File: src/rtl/hog_pkg.sv
// Shared HOG pipeline types and constants: debounce states and default widths/timings.
package hog_pkg;

  localparam int unsigned HOG_DATA_WIDTH            = 8;
  localparam int unsigned HOG_DEBOUNCE_CYCLES_10MHZ = 100000;
  localparam int unsigned PIXEL_COUNT_WIDTH         = 16;

  typedef enum logic [1:0] {
    RELEASED,
    PRESS_WAIT,
    PRESSED,
    RELEASE_WAIT
  } deb_state_e;

endpackage

File: src/rtl/sync_fifo.sv
// Single-clock first-word-fall-through FIFO with a registered head and occupancy counter.
module sync_fifo #(
  parameter int unsigned DATA_WIDTH = 8,
  parameter int unsigned DEPTH      = 4
) (
  input  logic                    clk,
  input  logic                    rst,
  input  logic                    push,
  input  logic                    pop,
  input  logic [DATA_WIDTH-1:0]   din,
  output logic [DATA_WIDTH-1:0]   dout,
  output logic                    empty,
  output logic                    full,
  output logic [$clog2(DEPTH):0]  level
);

  localparam int unsigned AW = $clog2(DEPTH);
  localparam int unsigned LW = AW + 1;

  logic [DATA_WIDTH-1:0] mem [DEPTH];
  logic [AW-1:0]         wr_ptr;
  logic [AW-1:0]         rd_ptr;
  logic [AW-1:0]         head_ptr;
  logic                  wr_en;
  logic                  rd_en;
  logic [LW-1:0]         level_next;

  // A full FIFO still accepts a write when a read frees a slot in the same cycle.
  always_comb begin
    rd_en      = pop & ~empty;
    wr_en      = push & (~full | rd_en);
    level_next = level + LW'(wr_en) - LW'(rd_en);
    head_ptr   = rd_en ? rd_ptr + AW'(1) : rd_ptr;
  end

  always_ff @(posedge clk) begin
    if (wr_en) begin
      mem[wr_ptr] <= din;
    end
  end

  // The next head bypasses the array when it is the slot being written right now.
  always_ff @(posedge clk) begin
    if (rst) begin
      wr_ptr <= '0;
      rd_ptr <= '0;
      level  <= '0;
      empty  <= 1'b1;
      full   <= 1'b0;
      dout   <= '0;
    end else begin
      if (wr_en) begin
        wr_ptr <= wr_ptr + AW'(1);
      end
      if (rd_en) begin
        rd_ptr <= rd_ptr + AW'(1);
      end
      level <= level_next;
      empty <= (level_next == '0);
      full  <= (level_next == LW'(DEPTH));
      if (level_next != '0) begin
        dout <= (wr_en && (wr_ptr == head_ptr)) ? din : mem[head_ptr];
      end
    end
  end

endmodule

File: src/rtl/pixel_input_stage.sv
// Key-press pixel source: synchronises and debounces KEY, pushes one switch sample per press into a FIFO.
module pixel_input_stage
  import hog_pkg::*;
#(
  parameter int unsigned DATA_WIDTH      = HOG_DATA_WIDTH,
  parameter int unsigned DEBOUNCE_CYCLES = HOG_DEBOUNCE_CYCLES_10MHZ,
  parameter int unsigned FIFO_DEPTH      = 4
) (
  input  logic                           clk,
  input  logic                           rst,
  input  logic                           key_n,
  input  logic [DATA_WIDTH-1:0]          switch_pixel,
  output logic [DATA_WIDTH-1:0]          pixel_out,
  output logic                           pixel_valid,
  input  logic                           pixel_ready,
  output logic                           overflow,
  output logic [PIXEL_COUNT_WIDTH-1:0]   pixel_count,
  output logic [$clog2(FIFO_DEPTH):0]    fifo_level
);

  localparam int unsigned CNT_W = $clog2(DEBOUNCE_CYCLES);

  logic                  key_meta;
  logic                  key_s;
  logic [DATA_WIDTH-1:0] sw_meta;
  logic [DATA_WIDTH-1:0] sw_s;

  deb_state_e            state;
  deb_state_e            state_next;
  logic [CNT_W-1:0]      cnt;
  logic [CNT_W-1:0]      cnt_next;
  logic                  push_c;
  logic                  push;

  logic                  pop;
  logic                  push_drop;
  logic                  fifo_empty;
  logic                  fifo_full;

  // Two-flop synchronisers; key idles released (high).
  always_ff @(posedge clk) begin
    if (rst) begin
      key_meta <= 1'b1;
      key_s    <= 1'b1;
      sw_meta  <= '0;
      sw_s     <= '0;
    end else begin
      key_meta <= key_n;
      key_s    <= key_meta;
      sw_meta  <= switch_pixel;
      sw_s     <= sw_meta;
    end
  end

  always_ff @(posedge clk) begin
    if (rst) begin
      state <= RELEASED;
      cnt   <= '0;
      push  <= 1'b0;
    end else begin
      state <= state_next;
      cnt   <= cnt_next;
      push  <= push_c;
    end
  end

  // Debounce: a level must hold for DEBOUNCE_CYCLES before the press or release is accepted.
  always_comb begin
    state_next = state;
    cnt_next   = '0;
    push_c     = 1'b0;
    case (state)
      RELEASED: begin
        if (!key_s) begin
          state_next = PRESS_WAIT;
        end
      end
      PRESS_WAIT: begin
        if (key_s) begin
          state_next = RELEASED;
        end else if (cnt == CNT_W'(DEBOUNCE_CYCLES - 1)) begin
          state_next = PRESSED;
          push_c     = 1'b1;
        end else begin
          cnt_next = cnt + CNT_W'(1);
        end
      end
      PRESSED: begin
        if (key_s) begin
          state_next = RELEASE_WAIT;
        end
      end
      RELEASE_WAIT: begin
        if (!key_s) begin
          state_next = PRESSED;
        end else if (cnt == CNT_W'(DEBOUNCE_CYCLES - 1)) begin
          state_next = RELEASED;
        end else begin
          cnt_next = cnt + CNT_W'(1);
        end
      end
      default: begin
        state_next = RELEASED;
      end
    endcase
  end

  assign pop         = pixel_valid & pixel_ready;
  assign push_drop   = push & fifo_full & ~pop;
  assign pixel_valid = ~fifo_empty;

  sync_fifo #(
    .DATA_WIDTH (DATA_WIDTH),
    .DEPTH      (FIFO_DEPTH)
  ) u_fifo (
    .clk   (clk),
    .rst   (rst),
    .push  (push),
    .pop   (pop),
    .din   (sw_s),
    .dout  (pixel_out),
    .empty (fifo_empty),
    .full  (fifo_full),
    .level (fifo_level)
  );

  // Sticky drop flag and count of pushes the FIFO actually took.
  always_ff @(posedge clk) begin
    if (rst) begin
      overflow    <= 1'b0;
      pixel_count <= '0;
    end else begin
      if (push_drop) begin
        overflow <= 1'b1;
      end
      if (push && !push_drop) begin
        pixel_count <= pixel_count + PIXEL_COUNT_WIDTH'(1);
      end
    end
  end

endmodule
File: config.mk
export PLATFORM = sky130hd
export DESIGN_NAME = pixel_input_stage
export DESIGN_NICKNAME = d
export VERILOG_FILES = /design/src/rtl/hog_pkg.sv /design/src/rtl/sync_fifo.sv /design/src/rtl/pixel_input_stage.sv
export SDC_FILE = /design/constraint.sdc
export NUM_CORES = 1
export LEC_CHECK = 0
export CAP_MARGIN = 20
export CORE_UTILIZATION = 57
export CTS_CLUSTER_SIZE = 30
export DETAILED_ROUTE_END_ITERATION = 10
export PLACE_DENSITY = 0.84
export SLEW_MARGIN = 15
export SYNTH_ARGS = -nofsm -noshare
export SYNTH_HDL_FRONTEND = slang
export SYNTH_SLANG_ARGS = --single-unit
File: constraint.sdc
create_clock -name clk -period 3.7 [get_ports clk]
set_clock_uncertainty 0.1 [all_clocks]
set_input_delay 1.11 -clock clk [delete_from_list [all_inputs] [get_ports clk]]
set_output_delay 1.11 -clock clk [all_outputs]
set_load 0.01 [all_outputs]
---- Yosys cells after proc, flatten, opt, wreduce, memory -nomap -nowiden ----
Memory sizes are Yosys's and may differ from the RTL's. A register that Yosys moved wholly into a read port is not among the register bits.
Cells that the tools add are included.
word-level totals
  word-level logic and storage cells ...... 62
  memories kept ........................... 1
  register bits ........................... 64
  bits in writable memories ............... 32
  bits of input ports ..................... 12
memory list
  memory      depth  width  read ports  clocked after Yosys merged registers in  write ports  RTL line         RTL
  u_fifo.mem  4      8      1           1                                        1            sync_fifo.sv:20  logic [DATA_WIDTH-1:0] mem [DEPTH];
operators by class
  reduce and logical (&&, ||, !) cells .... 7
  mux-type cells .......................... 15
  bitwise gates (word level) .............. 10
  add/sub/neg operators ................... 6
  eq/ne operators ......................... 9
operator list
  cell                                                             number
  17-bit two-way mux                                               3
  17-bit case mux with 2 select lines                              1
  17-bit by 1-bit adder with 17-bit output, second input constant  1
  17-bit == test, second input constant                            1
  16-bit by 1-bit adder with 16-bit output, second input constant  1
  2-bit two-way mux                                                7
  2-bit case mux with 4 select lines                               1
  3-bit != test, second input constant                             2
  1-bit bitwise AND                                                5
  2-bit by 1-bit adder with 2-bit output, second input constant    2
  2-bit == test, second input constant                             2
  2-bit != test, second input constant                             2
  1-bit inverter                                                   4
  4-bit AND reduction                                              1
  3-bit by 1-bit adder with 3-bit output                           1
  3-bit == test, second input constant                             1
  3-bit zero test                                                  1
  1-bit two-way mux                                                3
  3-bit nonzero test                                               1
  3-bit OR reduction                                               1
  3-bit by 1-bit subtractor with 3-bit output                      1
  2-bit by 1-bit == test with 1-bit output, second input constant  1
  2-bit zero test                                                  1
  1-bit logical AND                                                1
  2 further kinds                                                  2

---- Logic depth before layout (Yosys ltp) ----
Gate-level depths: netlist of the first run.
  depth after elaboration ................. 8
  mapped depth ............................ 15
  depth with buffers taken out ............ 12

---- Modules after synthesis ----
Synthesis of the first run repeated with hierarchy kept, for this count alone.
unflattened totals
  cells, all modules ...................... 418
  area, all modules ....................... 4484.3 um^2
by module, submodules not included
  module             cells each  area each (um^2)  instances  sequential area each (um^2)
  sync_fifo          191         2285.9            1          1301.2
  pixel_input_stage  227         2198.4            1          1101.1

---- Worst setup path after synthesis of the first run ----
No wires, ideal clock.
  path kind ............................... input -> register
  start ................................... input port pixel_ready
  end ..................................... register u_fifo.dout[0] (read register of u_fifo.mem)
  stages on the path ...................... 15
  arrival time ............................ 3.289 ns
  data required time ...................... 3.475 ns
  path slack .............................. 0.186 ns
  path through ............................ nand2b_1 > inv_1 > buf_2 > buf_2 > ha_1 > inv_1 > ha_1 > inv_1 > fa_1 > xnor3_1 > nand3b_1 > nor2b_1 > buf_2 > a32oi_1 > o21ai_0
between the ends
  word-level cells in the longest chain between the ends .. 7
  elaborated cells between the ends (all ways) .. 8
RTL lines
  what                                         RTL line                  RTL
  start, declared                              pixel_input_stage.sv:15   input logic pixel_ready,
  1-bit bitwise AND (*)                        pixel_input_stage.sv:108  assign pop = pixel_valid & pixel_ready;
  1-bit bitwise AND (*)                        sync_fifo.sv:30           rd_en = pop & ~empty;
  1-bit OR                                     sync_fifo.sv:31           wr_en = push & (~full | rd_en);
  1-bit bitwise AND                            sync_fifo.sv:31
  3-bit by 1-bit adder with 3-bit output       sync_fifo.sv:32           level_next = level + LW'(wr_en) - LW'(rd_en);
  3-bit by 1-bit subtractor with 3-bit output  sync_fifo.sv:32
  3-bit nonzero test                           sync_fifo.sv:61           if (level_next != '0) begin
  end, declared                                sync_fifo.sv:11           output logic [DATA_WIDTH-1:0] dout,
Mark *: on every way between the ends. The rest lies on a longest branch, timed or not.
A chain may end at the register's enable or synchronous reset.

---- Worst setup path after layout of the first run ----
  start ................................... input port pixel_ready
  end ..................................... register u_fifo.dout[7] (read register of u_fifo.mem)
Same word-level chain as after synthesis.

==> results of run 1 <==
[worst paths after layout]
check / cells past startpoint / slack (ns) / startpoint / endpoint
min reg2reg: 1 / 0.32 / key_meta / key_s
max reg2reg: 13 / 0.87 / u_fifo.empty / u_fifo.dout[7]
max: 14 / 0.08 / pixel_ready / u_fifo.dout[7]
min: 1 / 0.32 / key_meta / key_s
[cells in the final DEF (no fill, tap or decap), drive strengths merged, types with 2 or more instances in the layout]
| cell | instances |
|---|---|
| o21ai | 21 |
| xor2 | 15 |
| o211ai | 10 |
| ha | 8 |
| clkdlybuf4s50 | 40 |
| nor2 | 47 |
| and2 | 7 |
| xnor2 | 16 |
| mux2i | 9 |
| nand3 | 11 |
| or3 | 6 |
| nand2 | 21 |
| nand3b | 2 |
| and4 | 3 |
| buf | 11 |
| nor3b | 8 |
| nor3 | 22 |
| nor4 | 6 |
| inv | 18 |
| edfxtp | 32 |
| nand2b | 2 |
| dfxtp | 72 |
| clkbuf | 9 |
| clkinv | 2 |
| nand4 | 7 |
| and3 | 3 |
| or2 | 3 |
| a21oi | 17 |
| a32oi | 8 |
| nor2b | 19 |
[state kept, by name, summed over array words and instances, names as in the netlist, named ones only]
signal,count
u_fifo.mem,32
cnt,17
pixel_count,16
sw_meta,8
sw_s,8
u_fifo.dout,8
u_fifo.level,3
u_fifo.rd_ptr,2
u_fifo.wr_ptr,2
key_meta,1
key_s,1
overflow,1
push,1
state,1
u_fifo.empty,1
u_fifo.full,1
[through the flow]
stage / hold WS (ns) / setup TNS (ns) / cells / cell area (µm²)
CTS: 0.331 / 0 / 562 / 5000
global route: 0.347 / 0 / 562 / 5000
finish: 0.325 / 0 / 562 / 5000
detailed placement: 0.304 / -1.54 / 546 / 4820
floorplan: 0.289 / 0 / 416 / 4310
global placement: 0.301 / -0.345 / 546 / 4820
[layout make-up]
type | instances | area [µm²]
inverter | 14 | 52.6
timing repair buffer | 51 | 483
fill | 556 | 2290
sequential | 104 | 2400
clock buffer | 9 | 124
clock inverter | 7 | 61.3
multi-input combinational | 278 | 1760
tap | 99 | 124
[cell families after synthesis]
kind of cell / count (synthesis) / synth area share
adder cells (fa/ha/maj): 9 / 0.0279
AND/OR/NAND/NOR: 168 / 0.203
flip-flops: 104 / 0.558
XOR/XNOR: 32 / 0.0683
AO/OA/AOI/OAI: 60 / 0.0880
buffers and inverters: 34 / 0.0343
multiplexers: 9 / 0.0209
[metal layers]
layer / global-route usage / vias to the layer above
met1: 0.295 / 1403
met2: 0.354 / 117
met5: 0 / -
met3: 0.0462 / 17
met4: 0.0981 / 0
li1: - / 1541
[critical path, cell delays in order]
cell and delay, ns:
clkdlybuf4s50_1 0.43, nand2b_1 0.14, inv_1 0.07, ha_1 0.26, inv_1 0.05, ha_1 0.13
inv_1 0.05, fa_1 0.37, xnor3_1 0.25, nand3b_1 0.13, nor2b_1 0.16, buf_4 0.19
a32oi_1 0.24, o21ai_0 0.16
[where the power goes]
group,switching (W),internal [W],leakage (nW),total [W]
clock,0.000397,0.000259,0.0940,0.000655
combinational,0.000281,0.000266,0.684,0.000547
sequential,0.0000674,0.00125,0.822,0.00132
==> impl_metrics.toml, run 1 <==
[run_status]
outcome = "complete, no violations"

[timing]
hold_viol = 0
final_max_slew_viol_count = 0
worst_pin_slew_ns = 0.638
period_minus_slack_ns = 3.62
maxSlewHeadroom = 0.573
period_share = 0.977
setup_viol = 0
max_freq_mhz = 277
postLayoutSetupSlackWorst_ns = 0.0845
rsz0062_at_grt = "false"

[cts]
cts_root_buf = "clkbuf_8"
ctsHoldBuffers = 0
clkLatencyLatePin_ns = 0.37
cts_setup_buffers = 0
cts_tree = "done"
cts_resized = 0
clock_path_buffers = 2
htree_levels = 3
cts_made_buffers = 9
clk_pin_slew_worst_paths_ns = 0.10
numClockSinks = 104

[critical_path]
cp-start-kind = "input port"
cp-end-kind = "flop"
critPathMaxFanout = 10
required_ns = 3.83
path_class = "input port to flop"
critPathArrivalTime_ns = 3.75

[logic_synthesis]
avgSynthCellArea_um2 = 10.4
yosysSeqAreaShare = 0.558
yosysMostFrequentCell = "dfxtp_1"
synth_top_cell_area_share = 0.335
synth-edff-count = 32
synth_commonest_cells = "dfxtp_1, nor2_1, edfxtp_1"
synth_top_cell_by_area = "dfxtp_1"
synth_fp_nets = 437
netlist_area_um2 = 4310
ys_ff_latch = 104
synth.distinct_cells = 40
synthFlopType = "dfxtp_1"
ys_warn_count = 0
syn_inst = 416
synth_area_leaders = "dfxtp_1, edfxtp_1, nor2_1"
async_flop_share = 0

[routing]
vias = 3078
met1Wirelength_mm = 3.54
ant_nets = 0
routed-wl-met2_mm = 3.80
wl_per_cell_um = 14.2
drc_errors = 0
wl_met3_um = 433
route.top_layer_used = "met4"
viasPerCell = 5.48
drt_iter0_drc = 215
routed_wl_mm = 7.97
first_pass_iters = 5

[grt]
grt_pass1_wl_mm = 13.1
grt_pass1_vias = 2857
grt.overflow.total = 0
grt_use_total = 0.222
grt_max_degree = 31
antenna_found_initial = 0

[cells_and_area]
synthToLayoutAreaGrowth_pct = 16.2
num-nets-final = 479
final_core_util = 0.686
diodes = 0
drive_gt1_frac = 0.0713

[floorplan]
design.core.area_um2 = 7290
start_util = 0.591
die_w_um = 88.9
die_area_um2 = 7910
die_y_um = 88.9
num_rows = 31
ios = 41

[place]
gp_congestion = 0.884
dp_slack_ns = -0.245
io_buffers = 40
hpwl_mm = 5.54

[pwr]
p_leak_nw = 1.60
power_density_nw_per_um2 = 503
ir_worst_vdd_mv = 0.202
power_w = 0.00252

[worst_hold_path]
min_path_type = "flop to flop"

[run]
maxCapViolCount = 0
Note: power is estimated with default switching activity, not from simulation.
==> inputs of run 2 (changes only) <==
--- a/config.mk
+++ b/config.mk
@@ -9,6 +9,7 @@
 export CORE_UTILIZATION = 57
 export CTS_CLUSTER_SIZE = 30
 export DETAILED_ROUTE_END_ITERATION = 10
+export GPL_ROUTABILITY_DRIVEN = 0
 export PLACE_DENSITY = 0.84
 export SLEW_MARGIN = 15
 export SYNTH_ARGS = -nofsm -noshare
==> impl_metrics.toml, run 2 (synthesized netlist as in run 1, its figures left out) <==
[cells_and_area]
layout_common_cells = "dfxtp_1, nor2_1, clkdlybuf4s50_1"
design_area_um2 = 5050
final_core_util = 0.693
top_regs = "u_fifo.mem: 32 flops, cnt: 17 flops, pixel_count: 16 flops"
fillers = 567
regMostFlops = "u_fifo.mem"
diodes = 0
largest_reg_flops = 32
fin_cells = 564
regArea_um2 = 2400
synthToLayoutAreaGrowth_pct = 17.3
num-nets-final = 481
multi_input_comb_area_um2 = 1770
drive_gt1_frac = 0.0796
layout_commonest_cell = "dfxtp_1"

[cts]
cts_root_buf = "clkbuf_8"
htree_levels = 3
numClockSinks = 104
cts_tree = "done"
ctsHoldBuffers = 0
cts_made_buffers = 9
clock_path_buffers = 2
clkLatencyLatePin_ns = 0.37
clk_pin_slew_worst_paths_ns = 0.10

[timing]
final_max_slew_viol_count = 0
setup_viol = 0
rsz0062_at_grt = "true"
worst_pin_slew_ns = 0.639
hold_viol = 0
max_freq_mhz = 277
maxSlewHeadroom = 0.572
whs_ns = 0.322
setup-tns-final_ns = 0
period_minus_slack_ns = 3.61
period_share = 0.976

[floorplan]
die_y_um = 88.9
num_rows = 31
die_w_um = 88.9
start_util = 0.591
design.core.area_um2 = 7290
ios = 41
die_area_um2 = 7910

[critical_path]
critPathArrivalTime_ns = 3.81
cp-start-kind = "input port"
path_class = "input port to flop"
critPathMaxFanout = 8
startpoint = "pixel_ready"
r2r_start = "u_fifo.empty"
cp-end-kind = "flop"
required_ns = 3.90

[place]
io_buffers = 40
placed_area_um2 = 4820
placed_cells = 546
hpwl_mm = 5.61

[routing]
wl_met3_um = 514
routed-wl-met2_mm = 3.93
vias = 3150
routed_wl_mm = 8.34
ant_nets = 0
first_pass_iters = 5
drt_iter0_drc = 263
met1Wirelength_mm = 3.67
viasPerCell = 5.59
route.top_layer_used = "met4"
wl_per_cell_um = 14.8
drc_errors = 0

[pwr]
p_sw_frac = 0.292
power_frac_comb = 0.225
p_seq_frac = 0.502
clkPwrFrac = 0.273
power_density_nw_per_um2 = 517
p_sw_w = 0.000762
ir_worst_vdd_mv = 0.335
p_leak_nw = 1.64
p_int_w = 0.00185

[run]
maxCapViolCount = 0

[grt]
grt.overflow.total = 0
grt_pass1_wl_mm = 13.4
grt_pass1_vias = 2815
grt_use_total = 0.230
antenna_found_initial = 0
grt_max_degree = 35

[worst_hold_path]
hp-start = "key_meta"
min_path_type = "flop to flop"

[run_status]
outcome = "complete, no violations"
==> run 2: what timing repair did <==
| action | in CTS | in global routing |
|---|---|---|
| endpoints found under the hold margin | 0 | 0 |
| gates resized for setup | 0 | 3 |
| endpoints found under the setup margin | 0 | 6 |
| setup buffers | 0 | 2 |
==> run 2: final timing paths <==
path	end	slack (ns)	cells after the start
setup / recovery	u_fifo.dout[1]	0.09	13
hold / removal	key_s	0.32	1
setup reg to reg	u_fifo.dout[1]	0.88	12
hold reg to reg	key_s	0.32	1
==> run 2: routing by layer <==
layer / vias to the layer above / global-route usage
met5: - / 0
met4: 0 / 0.104
met3: 22 / 0.0609
met2: 127 / 0.358
met1: 1457 / 0.303
li1: 1544 / -
==> run 2: power by group through the flow <==
| stage | registers, W | clock network, W | logic [W] |
|---|---|---|---|
| floorplan | 0.00133 | 0 | 0.000299 |
| global placement | 0.00133 | 0 | 0.000516 |
| detailed placement | 0.00133 | 0 | 0.000545 |
| CTS | 0.00131 | 0.000721 | 0.000552 |
| global route | 0.00132 | 0.000770 | 0.000628 |
| finish | 0.00131 | 0.000713 | 0.000588 |
==> run 2: layout make-up <==
class                           instances  share of cell area
Sequential cell                       104               0.475
Multi-Input combinational cell        278               0.351
Timing Repair Buffer                   53              0.0985
Clock buffer                           11              0.0322
Tap cell                               99              0.0245
Inverter                               14              0.0104
Clock inverter                          5             0.00842
==> run 2: stage by stage <==
step | power, W | setup WS [ns]
final | 0.00261 | 0.0894
after floorplan | 0.00163 | 0.186
after detailed placement | 0.00188 | -0.229
after CTS | 0.00258 | 0.147
after global routing | 0.00272 | -0.0302
after global placement | 0.00185 | -0.0486
==> run 2: critical path, stage by stage <==
cell and delay, ns:
clkdlybuf4s50_1 0.44, nand2b_1 0.16, inv_1 0.07, ha_1 0.27, inv_1 0.06, ha_1 0.13
inv_1 0.05, fa_1 0.38, xnor3_1 0.25, nand3b_1 0.13, nor2_1 0.50, a32oi_1 0.14
o21ai_0 0.13
==> inputs of run 3 (changes only) <==
--- a/config.mk
+++ b/config.mk
@@ -6,12 +6,15 @@
 export NUM_CORES = 1
 export LEC_CHECK = 0
 export CAP_MARGIN = 20
-export CORE_UTILIZATION = 57
+export CELL_PAD_IN_SITES_DETAIL_PLACEMENT = 1
+export CELL_PAD_IN_SITES_GLOBAL_PLACEMENT = 2
+export CORE_UTILIZATION = 37
 export CTS_CLUSTER_SIZE = 30
 export DETAILED_ROUTE_END_ITERATION = 10
 export GPL_ROUTABILITY_DRIVEN = 0
-export PLACE_DENSITY = 0.84
+export PLACE_DENSITY = 0.83
 export SLEW_MARGIN = 15
 export SYNTH_ARGS = -nofsm -noshare
 export SYNTH_HDL_FRONTEND = slang
+export SYNTH_HIERARCHICAL = 1
 export SYNTH_SLANG_ARGS = --single-unit
==> impl_metrics.toml, run 3 <==
[grt]
grt_use_met3 = 0.0243
grt.overflow.total = 0
grt_pass1_wl_mm = 15.9
gr-max-usage-layer = "met2"
use_met1 = 0.211
grt_pass1_vias = 3174
antenna_found_initial = 0
grt_use_total = 0.163
use_met2 = 0.267
grt_max_degree = 35

[cells_and_area]
diodes = 0
fillers = 1287
layout_common_cells = "dfxtp_1, nor2_1, clkdlybuf4s50_1"
largest_reg_flops = 32
fin_cells = 608
multi_input_comb_area_um2 = 1940
num-nets-final = 481
regArea_um2 = 2400
layout_commonest_cell = "dfxtp_1"
drive_gt1_frac = 0.114
synthToLayoutAreaGrowth_pct = 20.9
top_regs = "u_fifo/mem: 32 flops, cnt: 17 flops, pixel_count: 16 flops"
regMostFlops = "u_fifo/mem"
final_core_util = 0.467
design_area_um2 = 5420

[logic_synthesis]
synth_area_leaders = "dfxtp_1, edfxtp_1, xnor2_1"
synthFlopType = "dfxtp_1"
synth_top_cell_by_area = "dfxtp_1"
netlist_area_um2 = 4480
async_flop_share = 0
synth-edff-count = 32
synth_top_cell_area_share = 0.321
ys_ff_latch = 104
synth_fp_nets = 439
synth.distinct_cells = 56
ys_warn_count = 6
avgSynthCellArea_um2 = 10.7
synth_commonest_cells = "dfxtp_1, nor2_1, edfxtp_1"
yosysSeqAreaShare = 0.536
yosysMostFrequentCell = "dfxtp_1"
syn_inst = 418

[pwr]
p_leak_nw = 1.84
p_sw_w = 0.000428
ir_worst_vdd_mv = 0.245
power_frac_comb = 0.013
p_seq_frac = 0.522
clkPwrFrac = 0.465
p_int_w = 0.00185
p_sw_frac = 0.188
power_w = 0.00228
power_density_nw_per_um2 = 420

[timing]
period_share = 0.924
period_minus_slack_ns = 3.42
rsz0062_at_grt = "false"
final_max_slew_viol_count = 0
maxSlewHeadroom = 0.433
setup_viol = 0
postLayoutSetupSlackWorst_ns = 0.280
worst_pin_slew_ns = 0.844
max_freq_mhz = 292
hold_viol = 0

[place]
hpwl_mm = 6.64
dp_slack_ns = -0.386
placed_area_um2 = 5060
io_buffers = 40
placed_cells = 591

[cts]
clock_path_buffers = 2
clk_pin_slew_worst_paths_ns = 0.07
cts_resized = 2
cts_root_buf = "clkbuf_16"
clkLatencyLatePin_ns = 0.34
cts_made_buffers = 9
numClockSinks = 104
cts_setup_buffers = 0
cts_tree = "done"
htree_levels = 3
ctsHoldBuffers = 0

[critical_path]
critPathMaxFanout = 7
critPathArrivalTime_ns = 3.61
path_class = "input port to flop"
reg2reg_slack_ns = 0.81
required_ns = 3.89
cp-end-kind = "flop"
r2r_cells = 11
r2r-end = "u_fifo/dout[7]"
r2r_start = "u_fifo/full"
cp-start-kind = "input port"

[routing]
first_pass_iters = 5
wl_per_cell_um = 15.8
viasPerCell = 5.18
drt_iter0_drc = 117
drc_errors = 0
vias = 3150
routed_wl_mm = 9.62
ant_nets = 0

[run_status]
outcome = "complete, no violations"

[floorplan]
die_y_um = 112
start_util = 0.386
die_area_um2 = 12600
num_rows = 39
design.core.area_um2 = 11600
ios = 41
die_w_um = 112

[worst_hold_path]
whs_path_depth = 1
min_path_type = "flop to flop"
hp-start = "key_meta"
whs_endpoint = "key_s"

[run]
maxCapViolCount = 0
[run 3: changes by cell type after synthesis, sizes merged, moves of 9 or more]
| cell | previous run | this run |
|---|---|---|
| nand2 | 21 | 9 |
| a211oi | 1 | 12 |
| xnor2 | 16 | 26 |
| o21ai | 21 | 3 |
| o211ai | 10 | 1 |
| nor3 | 22 | 9 |
[run 3: worst max path at each step]
stage,slack (ns),cells past startpoint,start,endpoint
finish,0.28,16,pixel_ready,u_fifo/dout[7]
global route,0.09,15,pixel_ready,u_fifo/dout[7]
CTS,0.26,15,pixel_ready,u_fifo/dout[3]
detailed placement,-0.39,15,pixel_ready,u_fifo/dout[3]
global placement,-0.29,15,pixel_ready,u_fifo/dout[3]
floorplan,-0.10,17,pixel_ready,u_fifo/dout[5]
[run 3: cell type report]
type,instances,share of cell area
flip-flops and latches,104,0.443
multi-input cells,276,0.359
repair buffers,51,0.0893
clock buffers,12,0.0494
well taps,143,0.0330
clock inverters,4,0.0134
inverters,18,0.0129
[run 3: cells by family (layout without fill, tap and decap cells)]
family                   count (synthesis)  after routing  share of synthesized area
flip-flops                             104            104                      0.536
adder cells (fa/ha/maj)                  9              9                     0.0268
XOR/XNOR                                34             34                     0.0700
buffers and inverters                   38             85                     0.0379
multiplexers                             5              5                     0.0156
AND/OR/NAND/NOR                        166            166                      0.205
AO/OA/AOI/OAI                           62             62                      0.109
[run 3: per-layer routing]
layer | vias up | share of wire
met3 | 9 | 0.022
met4 | 0 | 0.018
met1 | 1528 | 0.48
li1 | 1570 | -
met5 | - | 0
met2 | 43 | 0.48
[run 3: power by group through the flow]
| stage | Sequential (W) | Clock [W] | Combinational, W |
|---|---|---|---|
| 2_1_floorplan | 0.00121 | 0 | 0.0000158 |
| 3_3_place_gp | 0.00121 | 0 | 0.0000312 |
| 3_5_place_dp | 0.00121 | 0 | 0.0000315 |
| 4_1_cts | 0.00119 | 0.00109 | 0.0000311 |
| 5_1_grt | 0.00119 | 0.00114 | 0.0000335 |
| 6_report | 0.00119 | 0.00106 | 0.0000305 |
[run 3: worst max-delay path: stages]
cell and delay, ns:
dlygate4sd2_1 0.24, nand2b_4 0.07, inv_4 0.06, nand2b_4 0.06, a21oi_4 0.13, inv_1 0.05, ha_1 0.27, inv_1 0.04
ha_2 0.17, fa_2 0.35, xor3_2 0.25, nand2_2 0.11, nand2b_4 0.05, buf_4 0.14, nor2_2 0.30, a221o_1 0.20
[run 3: through the flow]
| step | setup TNS (ns) | hold slack (ns) |
|---|---|---|
| 4_1_cts | 0 | 0.319 |
| 6_report | 0 | 0.316 |
| 5_1_grt | 0 | 0.337 |
| 2_1_floorplan | -0.825 | 0.289 |
| 3_3_place_gp | -2.35 | 0.292 |
| 3_5_place_dp | -3.04 | 0.303 |
